$ cat src/rtl/ham_deser_if.sv
// ham_deser_if: serial input channel plus valid/ready codeword output of the Hamming deserializer
interface ham_deser_if #(
    parameter int CW_W  = 9,
    parameter int CNT_W = 8
);
    logic             ser_in;
    logic             ser_vld;
    logic             frame_start;
    logic [CW_W-1:0]  cw;
    logic             cw_vld;
    logic             cw_rdy;
    logic             frame_err;
    logic             ovf;
    logic             ovf_clr;
    logic [CNT_W-1:0] frame_cnt;

    modport master (
        output ser_in, ser_vld, frame_start, cw_rdy, ovf_clr,
        input  cw, cw_vld, frame_err, ovf, frame_cnt
    );

    modport slave (
        input  ser_in, ser_vld, frame_start, cw_rdy, ovf_clr,
        output cw, cw_vld, frame_err, ovf, frame_cnt
    );
endinterface

$ cat src/rtl/ham_deser.sv
// ham_deser: collects a framed serial codeword LSB-first and offers it on a valid/ready slot
module ham_deser #(
    parameter int CW_W    = 9,
    parameter int TIMEOUT = 16,
    parameter int CNT_W   = 8
) (
    input logic        clk,
    input logic        rst,
    ham_deser_if.slave bus
);
    localparam int BW = $clog2(CW_W);
    localparam int GW = $clog2(TIMEOUT + 1);

    typedef enum logic {IDLE, RECV} state_t;

    state_t           r_state;
    state_t           w_next;
    logic [CW_W-1:0]  r_shift;
    logic [CW_W-1:0]  w_shift;
    logic [BW-1:0]    r_bit_cnt;
    logic [GW-1:0]    r_gap_cnt;
    logic [CW_W-1:0]  r_cw;
    logic             r_cw_vld;
    logic             r_frame_err;
    logic             r_ovf;
    logic [CNT_W-1:0] r_frame_cnt;

    logic w_start;
    logic w_bit;
    logic w_done;
    logic w_timeout;
    logic w_load;

    assign w_start   = bus.ser_vld && bus.frame_start;
    assign w_bit     = bus.ser_vld && !bus.frame_start && r_state == RECV;
    assign w_done    = w_bit && r_bit_cnt == BW'(CW_W - 1);
    assign w_timeout = r_state == RECV && !bus.ser_vld && r_gap_cnt == GW'(TIMEOUT - 1);
    assign w_load    = w_done && (!r_cw_vld || bus.cw_rdy);

    // Shift register image including this cycle's bit, so a completing bit lands in cw without delay
    always_comb begin
        w_shift = r_shift;
        if (w_start)
            w_shift[0] = bus.ser_in;
        else if (w_bit)
            w_shift[r_bit_cnt] = bus.ser_in;
    end

    // State register
    always_ff @(posedge clk or posedge rst) begin
        if (rst)
            r_state <= IDLE;
        else
            r_state <= w_next;
    end

    // Next state: a start bit always (re)enters RECV; completion or timeout returns to IDLE
    always_comb begin
        w_next = r_state;
        w_next = (r_state == IDLE) ? (w_start ? RECV : IDLE)
               : ((w_done || w_timeout) ? IDLE : RECV);
    end

    // Bit assembly, inter-bit gap tracking and abort pulse
    always_ff @(posedge clk or posedge rst) begin
        if (rst) begin
            r_shift     <= '0;
            r_bit_cnt   <= '0;
            r_gap_cnt   <= '0;
            r_frame_err <= 1'b0;
        end else begin
            r_shift     <= w_shift;
            r_frame_err <= (r_state == RECV && w_start) || w_timeout;
            if (w_start) begin
                r_bit_cnt <= BW'(1);
                r_gap_cnt <= '0;
            end else if (w_bit) begin
                r_bit_cnt <= w_done ? '0 : r_bit_cnt + BW'(1);
                r_gap_cnt <= '0;
            end else if (r_state == RECV) begin
                r_gap_cnt <= w_timeout ? '0 : r_gap_cnt + GW'(1);
                if (w_timeout)
                    r_bit_cnt <= '0;
            end
        end
    end

    // Output slot: load on completion when free or draining, otherwise flag the drop
    always_ff @(posedge clk or posedge rst) begin
        if (rst) begin
            r_cw        <= '0;
            r_cw_vld    <= 1'b0;
            r_ovf       <= 1'b0;
            r_frame_cnt <= '0;
        end else begin
            r_cw_vld <= w_load ? 1'b1 : (r_cw_vld && !bus.cw_rdy);
            r_ovf    <= (w_done && !w_load) ? 1'b1 : (bus.ovf_clr ? 1'b0 : r_ovf);
            if (w_load) begin
                r_cw        <= w_shift;
                r_frame_cnt <= r_frame_cnt + CNT_W'(1);
            end
        end
    end

    assign bus.cw        = r_cw;
    assign bus.cw_vld    = r_cw_vld;
    assign bus.frame_err = r_frame_err;
    assign bus.ovf       = r_ovf;
    assign bus.frame_cnt = r_frame_cnt;
endmodule

$ cat src/flat_wrapper.sv
// flat-port wrapper written by rule: the top's interface ports become plain ports
module ham_deser_flat 
#(
    parameter int CW_W    = 9,
    parameter int TIMEOUT = 16,
    parameter int CNT_W   = 8
)
  (clk, rst, bus_ser_in, bus_ser_vld, bus_frame_start, bus_cw_rdy, bus_ovf_clr, bus_cw, bus_cw_vld, bus_frame_err, bus_ovf, bus_frame_cnt);
  ham_deser_if #(.CW_W(CW_W), .CNT_W(CNT_W)) bus_i ();
  input logic clk;
  input logic rst;
  input wire logic [$bits(bus_i.ser_in)-1:0] bus_ser_in;
  input wire logic [$bits(bus_i.ser_vld)-1:0] bus_ser_vld;
  input wire logic [$bits(bus_i.frame_start)-1:0] bus_frame_start;
  input wire logic [$bits(bus_i.cw_rdy)-1:0] bus_cw_rdy;
  input wire logic [$bits(bus_i.ovf_clr)-1:0] bus_ovf_clr;
  output wire logic [$bits(bus_i.cw)-1:0] bus_cw;
  output wire logic [$bits(bus_i.cw_vld)-1:0] bus_cw_vld;
  output wire logic [$bits(bus_i.frame_err)-1:0] bus_frame_err;
  output wire logic [$bits(bus_i.ovf)-1:0] bus_ovf;
  output wire logic [$bits(bus_i.frame_cnt)-1:0] bus_frame_cnt;
  assign bus_i.ser_in = bus_ser_in;
  assign bus_i.ser_vld = bus_ser_vld;
  assign bus_i.frame_start = bus_frame_start;
  assign bus_i.cw_rdy = bus_cw_rdy;
  assign bus_i.ovf_clr = bus_ovf_clr;
  assign bus_cw = bus_i.cw;
  assign bus_cw_vld = bus_i.cw_vld;
  assign bus_frame_err = bus_i.frame_err;
  assign bus_ovf = bus_i.ovf;
  assign bus_frame_cnt = bus_i.frame_cnt;
  ham_deser #(.CW_W(CW_W), .TIMEOUT(TIMEOUT), .CNT_W(CNT_W)) u_core (.clk(clk), .rst(rst), .bus(bus_i));
endmodule
$ cat config.mk
export PLATFORM = sky130hd
export DESIGN_NAME = ham_deser_flat
export DESIGN_NICKNAME = d
export VERILOG_FILES = /design/src/rtl/ham_deser_if.sv /design/src/rtl/ham_deser.sv /design/src/flat_wrapper.sv
export SDC_FILE = /design/constraint.sdc
export NUM_CORES = 1
export LEC_CHECK = 0
export CAP_MARGIN = 15
export CELL_PAD_IN_SITES_DETAIL_PLACEMENT = 2
export CELL_PAD_IN_SITES_GLOBAL_PLACEMENT = 2
export CORE_AREA = 2 2 74 76
export DETAILED_ROUTE_END_ITERATION = 8
export DIE_AREA = 0 0 76 78
export HOLD_SLACK_MARGIN = 0.03
export PLACE_DENSITY_LB_ADDON = 0.1
export REMOVE_ABC_BUFFERS = 1
export SETUP_SLACK_MARGIN = 0.05
export SLEW_MARGIN = 5
export SYNTH_ARGS = -nofsm -noshare
export SYNTH_HDL_FRONTEND = slang
export SYNTH_SLANG_ARGS = --single-unit
export TNS_END_PERCENT = 100
$ cat constraint.sdc
create_clock -name clk -period 4.3 [get_ports clk]
set_clock_uncertainty 0.2 [all_clocks]
set_input_delay 0.43 -clock clk [delete_from_list [all_inputs] [get_ports clk]]
set_output_delay 0.43 -clock clk [all_outputs]
set_load 0.05 [all_outputs]
==> results of run 1 <==
-- through the flow --
stage	hold WS (ps)	area (µm²)
finish	279	2290
global route	307	2290
CTS	289	2290
detailed placement	276	2150
global placement	261	2150
floorplan	263	1790
-- layer usage --
| layer | up-vias | track usage |
|---|---|---|
| met5 | - | 0 |
| met4 | 0 | 0.0436 |
| met3 | 2 | 0.0407 |
| met2 | 19 | 0.296 |
| met1 | 700 | 0.202 |
| li1 | 633 | - |
-- registers in the layout, summed over array words and instances (netlist names) --
signal                count
u_core.r_gap_cnt          5
u_core.bus.frame_err      1
u_core.bus.ovf            1
u_core.r_state            1
u_core.bus.cw             9
u_core.bus.frame_cnt      8
u_core.r_bit_cnt          4
u_core.bus.cw_vld         1
u_core.r_shift            8
-- cell families after synthesis --
family                     Yosys count  share of synthesized area
muxes                               16                     0.0984
AOI/OAI and AO/OA                   31                      0.107
xor gates and xnor gates             7                     0.0332
and+or+nand+nor                     53                      0.164
DFF                                 38                      0.516
adders and majority gates            6                     0.0407
buffers and inverters               15                     0.0414
-- power by group --
| part | leakage, nW | total, mW | internal (mW) | switching, mW |
|---|---|---|---|---|
| Combinational | 0.459 | 0.127 | 0.0560 | 0.0705 |
| Clock | 0.0714 | 0.376 | 0.248 | 0.129 |
| Sequential | 0.499 | 0.416 | 0.391 | 0.0244 |
-- cell type report --
class,count,area (µm²)
flip-flops and latches,38,951
fillers,520,2750
repair buffers,27,268
clock inverters,2,60.1
well taps,70,87.6
inverters,6,22.5
multi-input cells,113,817
clock buffers,6,82.6
-- cell usage after synthesis, types with 2 or more instances --
| cell type | count | share of area |
|---|---|---|
| o21bai_1 | 2 | 0.0081 |
| o32ai_1 | 2 | 0.0095 |
| clkbuf_1 | 2 | 0.0041 |
| a31o_2 | 2 | 0.0095 |
| nand2_1 | 8 | 0.016 |
| mux2_2 | 13 | 0.079 |
| a21oi_1 | 5 | 0.014 |
| nor2_1 | 13 | 0.026 |
| nand4_1 | 5 | 0.017 |
| and2_1 | 2 | 0.0068 |
| buf_2 | 4 | 0.011 |
| buf_6 | 2 | 0.012 |
| nand3_1 | 7 | 0.019 |
| and3_1 | 2 | 0.0068 |
| o21a_1 | 2 | 0.0081 |
| nor3b_1 | 2 | 0.0081 |
| o31ai_1 | 2 | 0.0081 |
| dfrtp_1 | 38 | 0.52 |
| mux2i_1 | 2 | 0.011 |
| inv_1 | 6 | 0.012 |
| xnor2_1 | 6 | 0.028 |
| ha_1 | 6 | 0.041 |
| o21ai_0 | 12 | 0.033 |
| nand2b_1 | 4 | 0.014 |
-- worst min-delay path by stage --
stage | start | to | depth (start not counted)
floorplan | u_core.r_shift[0]$_DFF_PP0_ | u_core.bus.cw[0]$_DFFE_PP0P_ | 2
global placement | u_core.bus.frame_cnt[7]$_DFFE_PP0P_ | u_core.bus.frame_cnt[7]$_DFFE_PP0P_ | 1
detailed placement | u_core.bus.frame_cnt[7]$_DFFE_PP0P_ | u_core.bus.frame_cnt[7]$_DFFE_PP0P_ | 1
CTS | u_core.bus.frame_cnt[7]$_DFFE_PP0P_ | u_core.bus.frame_cnt[7]$_DFFE_PP0P_ | 1
global route | u_core.bus.frame_cnt[7]$_DFFE_PP0P_ | u_core.bus.frame_cnt[7]$_DFFE_PP0P_ | 1
finish | u_core.bus.frame_cnt[7]$_DFFE_PP0P_ | u_core.bus.frame_cnt[7]$_DFFE_PP0P_ | 1
==> metrics.txt, run 1 <==
max-slew violation count 0; Unique masters post-synth 41; Worst Setup Start Kind input port; initial drt markers 43; routed len/inst 16.6 µm; Pwr per Cell Area 401 nW/µm²; nets 204; most frequent cells in the layout 38 x dfrtp_1, 26 x clkdlybuf4s50_1, 13 x nor2_1, 13 x mux2_2, 12 x o21ai_0; Post-CTS Repair Setup Buffers 0; final setup fails 0; # DRC 0; Clock Tree Buf Depth 2; first-pass GRT wire length 7.84 mm; vias in the first global route 1,551; port bufs 26; WP depth 4; Crit-path slowest cell clkdlybuf4s50_1; R2R Path End u_core.bus.cw[5]$_DFFE_PP0P_; I/O pins 27; drt first pass iters 4; top layer in use met4; Routed WL 4.35 mm; Vias/cell 5.17; Via Count 1,354; minimum clock period 2880 ps; Cell Chain, Critical Path clkdlybuf4s50_1 > nand4bb_1 > nor3b_4 > mux2_2; Required @ worst endpoint 4270 ps; row count 26; WP buf/inv 1; number of antenna violations at the first check in global routing 0; RSZ-0062 raised after global routing no; Post-DP HPWL 3.12 mm; CTS tree done; Crit Path Category in2reg; Area Overhead vs Synth 24.1%; # resized after CTS 0; Worst-Margin Slew 669 ps; Worst Path Max Fanout 19; Peak VDD IR 0.000194 V; asr flop ratio synth 1.00; fmax 348 MHz; syn avg cell area 11.1 µm²; met1 WL 1.88 mm; Final period util 0.669; Chip Height 78 µm; Post-CTS Hold Fix Bufs 0; largest net degree at the start of global routing 39; Pleak 1.03 nW; Mapped Cells 166; die width 76 µm; core region area 5040 µm²; relative slew slack 0.554; Setup TNS 0 ps; Top Family by Delay on Critical Path simple AND/OR/NAND/NOR gates; fin cells 262; clk root buf clkbuf_8; Post-Syn Area 1840 µm²; EDFF count, synth 0; H-Tree Depth 2; Tot Pwr 0.918 mW; Worst setup EP type register; clock latency on the worst-skew pair 290 ps; Num CTS Buffers 5; reg2reg path depth 3; PnR worst setup slack 1420 ps; layout cells sized above 1 0.141; commonest non-fill, non-tap cell in the layout dfrtp_1; Syn. warnings 0; Max-cap violations 0; DR WL met3 123 µm; Fin. Hold Viols 0; GPL Wtd Cong 0.723; Hold Crit Class reg2reg; synthesized flop and latch total 38; crit path capture u_core.bus.cw[5]$_DFFE_PP0P_; Inst Count DP 254; CP startpoint bus_ser_vld; post-layout util 0.454; outcome completed; Starting Density 0.366; WP data arrival 2850 ps; slowest stage delay, CP 860 ps; die area 5930 µm²; r2r setup slk 1790 ps; clk slew on worst S/H paths 80 ps; pre-CTS setup slack 1040 ps; Antenna Nets Post-Route 0; # clock sinks 38; GRT Overall Usage 0.166; grt ovf 0; Seq/Total Area, Yosys 0.516; Ant. Diodes 0; Worst R2R Start u_core.r_state$_DFF_PP0_; main flop type after synthesis dfrtp_1; met2 routed WL 2.33 mm
(Power assumes the default switching activity.)
==> run 2, diff against run 1 <==
--- a/config.mk
+++ b/config.mk
@@ -8,9 +8,9 @@
 export CAP_MARGIN = 15
 export CELL_PAD_IN_SITES_DETAIL_PLACEMENT = 2
 export CELL_PAD_IN_SITES_GLOBAL_PLACEMENT = 2
-export CORE_AREA = 2 2 74 76
+export CORE_AREA = 2 2 81 83
 export DETAILED_ROUTE_END_ITERATION = 8
-export DIE_AREA = 0 0 76 78
+export DIE_AREA = 0 0 83 85
 export HOLD_SLACK_MARGIN = 0.03
 export PLACE_DENSITY_LB_ADDON = 0.1
 export REMOVE_ABC_BUFFERS = 1
==> constraint.sdc (replaced) <==
create_clock -name clk -period 2.6 [get_ports clk]
set_clock_uncertainty 0.2 [all_clocks]
set_input_delay 0.26 -clock clk [delete_from_list [all_inputs] [get_ports clk]]
set_output_delay 0.26 -clock clk [all_outputs]
set_load 0.05 [all_outputs]
==> metrics.txt, run 2 (synthesized netlist as in run 1, its figures left out) <==
outcome completed; routed len/inst 16.3 µm; Worst-Margin Slew 525 ps; storage element area 951 µm²; clk root buf clkbuf_8; R2R Path End u_core.bus.frame_cnt[1]$_DFFE_PP0P_; # clock sinks 38; Worst Path Max Fanout 10; I/O pins 27; Hold Crit Class in2async; Worst Setup Start Kind register; Clock Tree Buf Depth 2; Worst R2R Start u_core.r_bit_cnt[0]$_DFFE_PP0P_; # resized after CTS 0; Area Overhead vs Synth 24.4%; vias in the first global route 1,542; reg2reg path depth 5; fmax 451 MHz; number of antenna violations at the first check in global routing 0; Fin. Hold Viols 0; Final period util 0.853; crit path capture u_core.bus.frame_cnt[1]$_DFFE_PP0P_; die area 7060 µm²; die width 83 µm; RSZ-0062 raised after global routing no; largest net degree at the start of global routing 39; DP Area 2200 µm²; Antenna Nets Post-Route 0; WP data arrival 2200 ps; Pleak 1.03 nW; Worst setup EP type register; drt first pass iters 4; Post-CTS Hold Fix Bufs 0; Via Count 1,347; first-pass GRT wire length 7.85 mm; initial drt markers 32; Routed WL 4.48 mm; Starting Density 0.297; Multi-input gate area 817 µm²; port bufs 26; layout cells sized above 1 0.167; H-Tree Depth 2; max reg flops 9; Crit Path Category reg2reg; row count 29; Peak VDD IR 0.000203 V; CTS tree done; r2r setup slk 380 ps; Ant. Diodes 0; clock latency on the worst-skew pair 300 ps; clk slew on worst S/H paths 80 ps; most frequent cells in the layout 38 x dfrtp_1, 26 x clkdlybuf4s50_1, 13 x nor2_1, 13 x mux2_2, 12 x o21ai_0; Tot Pwr 1.33 mW; Min Hold Slack 183 ps; max-slew violation count 0; final setup fails 0; Fillers 667; grt ovf 0; minimum clock period 2220 ps; Max-cap violations 0; core region area 6200 µm²; CP startpoint u_core.r_bit_cnt[0]$_DFFE_PP0P_; Pwr per Cell Area 581 nW/µm²; GPL Wtd Cong 0.772; Chip Height 85 µm; Vias/cell 4.90; post-layout util 0.370; Post-DP HPWL 3.29 mm; Post-CTS Repair Setup Buffers 0; relative slew slack 0.649; GRT Overall Usage 0.140; Required @ worst endpoint 2590 ps; Setup TNS 0 ps; nets 210; # DRC 0; cell area after layout 2290 µm²; commonest non-fill, non-tap cell in the layout dfrtp_1; Num CTS Buffers 5
## run 2: cell count changes in the layout (fill, tap and decap cells not counted), sizes merged
cell | previous run | this run
buf | 1 | 7
bufinv | 2 | 0
clkinv | 0 | 1
clkinvlp | 0 | 1
## run 2: where the power goes
part           internal (mW)  leakage [nW]  switching (mW)
sequential             0.647         0.499          0.0401
combinational         0.0957         0.487           0.117
clock                  0.213        0.0472           0.220
total                  0.956          1.03           0.377
## run 2: critical path: stages (launching register included)
cell,delay (ps)
dfrtp_1,440
inv_1,150
ha_1,230
nand2_1,180
nor3b_4,510
mux2_2,400
## run 2: cell type report
cell class              count  area share
flip-flops and latches     38       0.414
clock buffers               6      0.0360
inverters                   6     0.00981
multi-input cells         113       0.356
repair buffers             33       0.136
well taps                  77      0.0420
clock inverters             2     0.00545
## run 2: per-layer routing
layer / vias up / part of all wire / global-route usage
met4: 0 / 0.014 / 0.0492
met2: 20 / 0.50 / 0.235
met3: 6 / 0.027 / 0.0331
met5: - / 0 / 0
li1: 645 / - / -
met1: 676 / 0.46 / 0.178
## run 2: how the worst min path moves through the flow
stage	from	to	slack, ps	cells after the start
floorplan	bus_frame_start	u_core.r_bit_cnt[1]$_DFFE_PP0P_	150	1
global placement	u_core.bus.frame_cnt[7]$_DFFE_PP0P_	u_core.bus.frame_cnt[7]$_DFFE_PP0P_	260	1
detailed placement	u_core.bus.frame_cnt[4]$_DFFE_PP0P_	u_core.bus.frame_cnt[4]$_DFFE_PP0P_	290	1
CTS	rst	u_core.bus.frame_cnt[7]$_DFFE_PP0P_	200	3
global route	rst	u_core.bus.frame_cnt[5]$_DFFE_PP0P_	240	3
finish	rst	u_core.bus.frame_cnt[5]$_DFFE_PP0P_	180	3
## run 2: per-stage QoR
stage	cells	setup WS (ps)
after floorplan	157	477
after global placement	267	379
after detailed placement	267	329
after CTS	275	321
after global routing	275	167
final	275	382
==> run 3, diff against run 2 <==
--- a/config.mk
+++ b/config.mk
@@ -19,4 +19,4 @@
 export SYNTH_ARGS = -nofsm -noshare
 export SYNTH_HDL_FRONTEND = slang
 export SYNTH_SLANG_ARGS = --single-unit
-export TNS_END_PERCENT = 100
+export TNS_END_PERCENT = 1
==> results of run 3 <==
The final DEF is identical to that of run 2; final timing and power are the same.
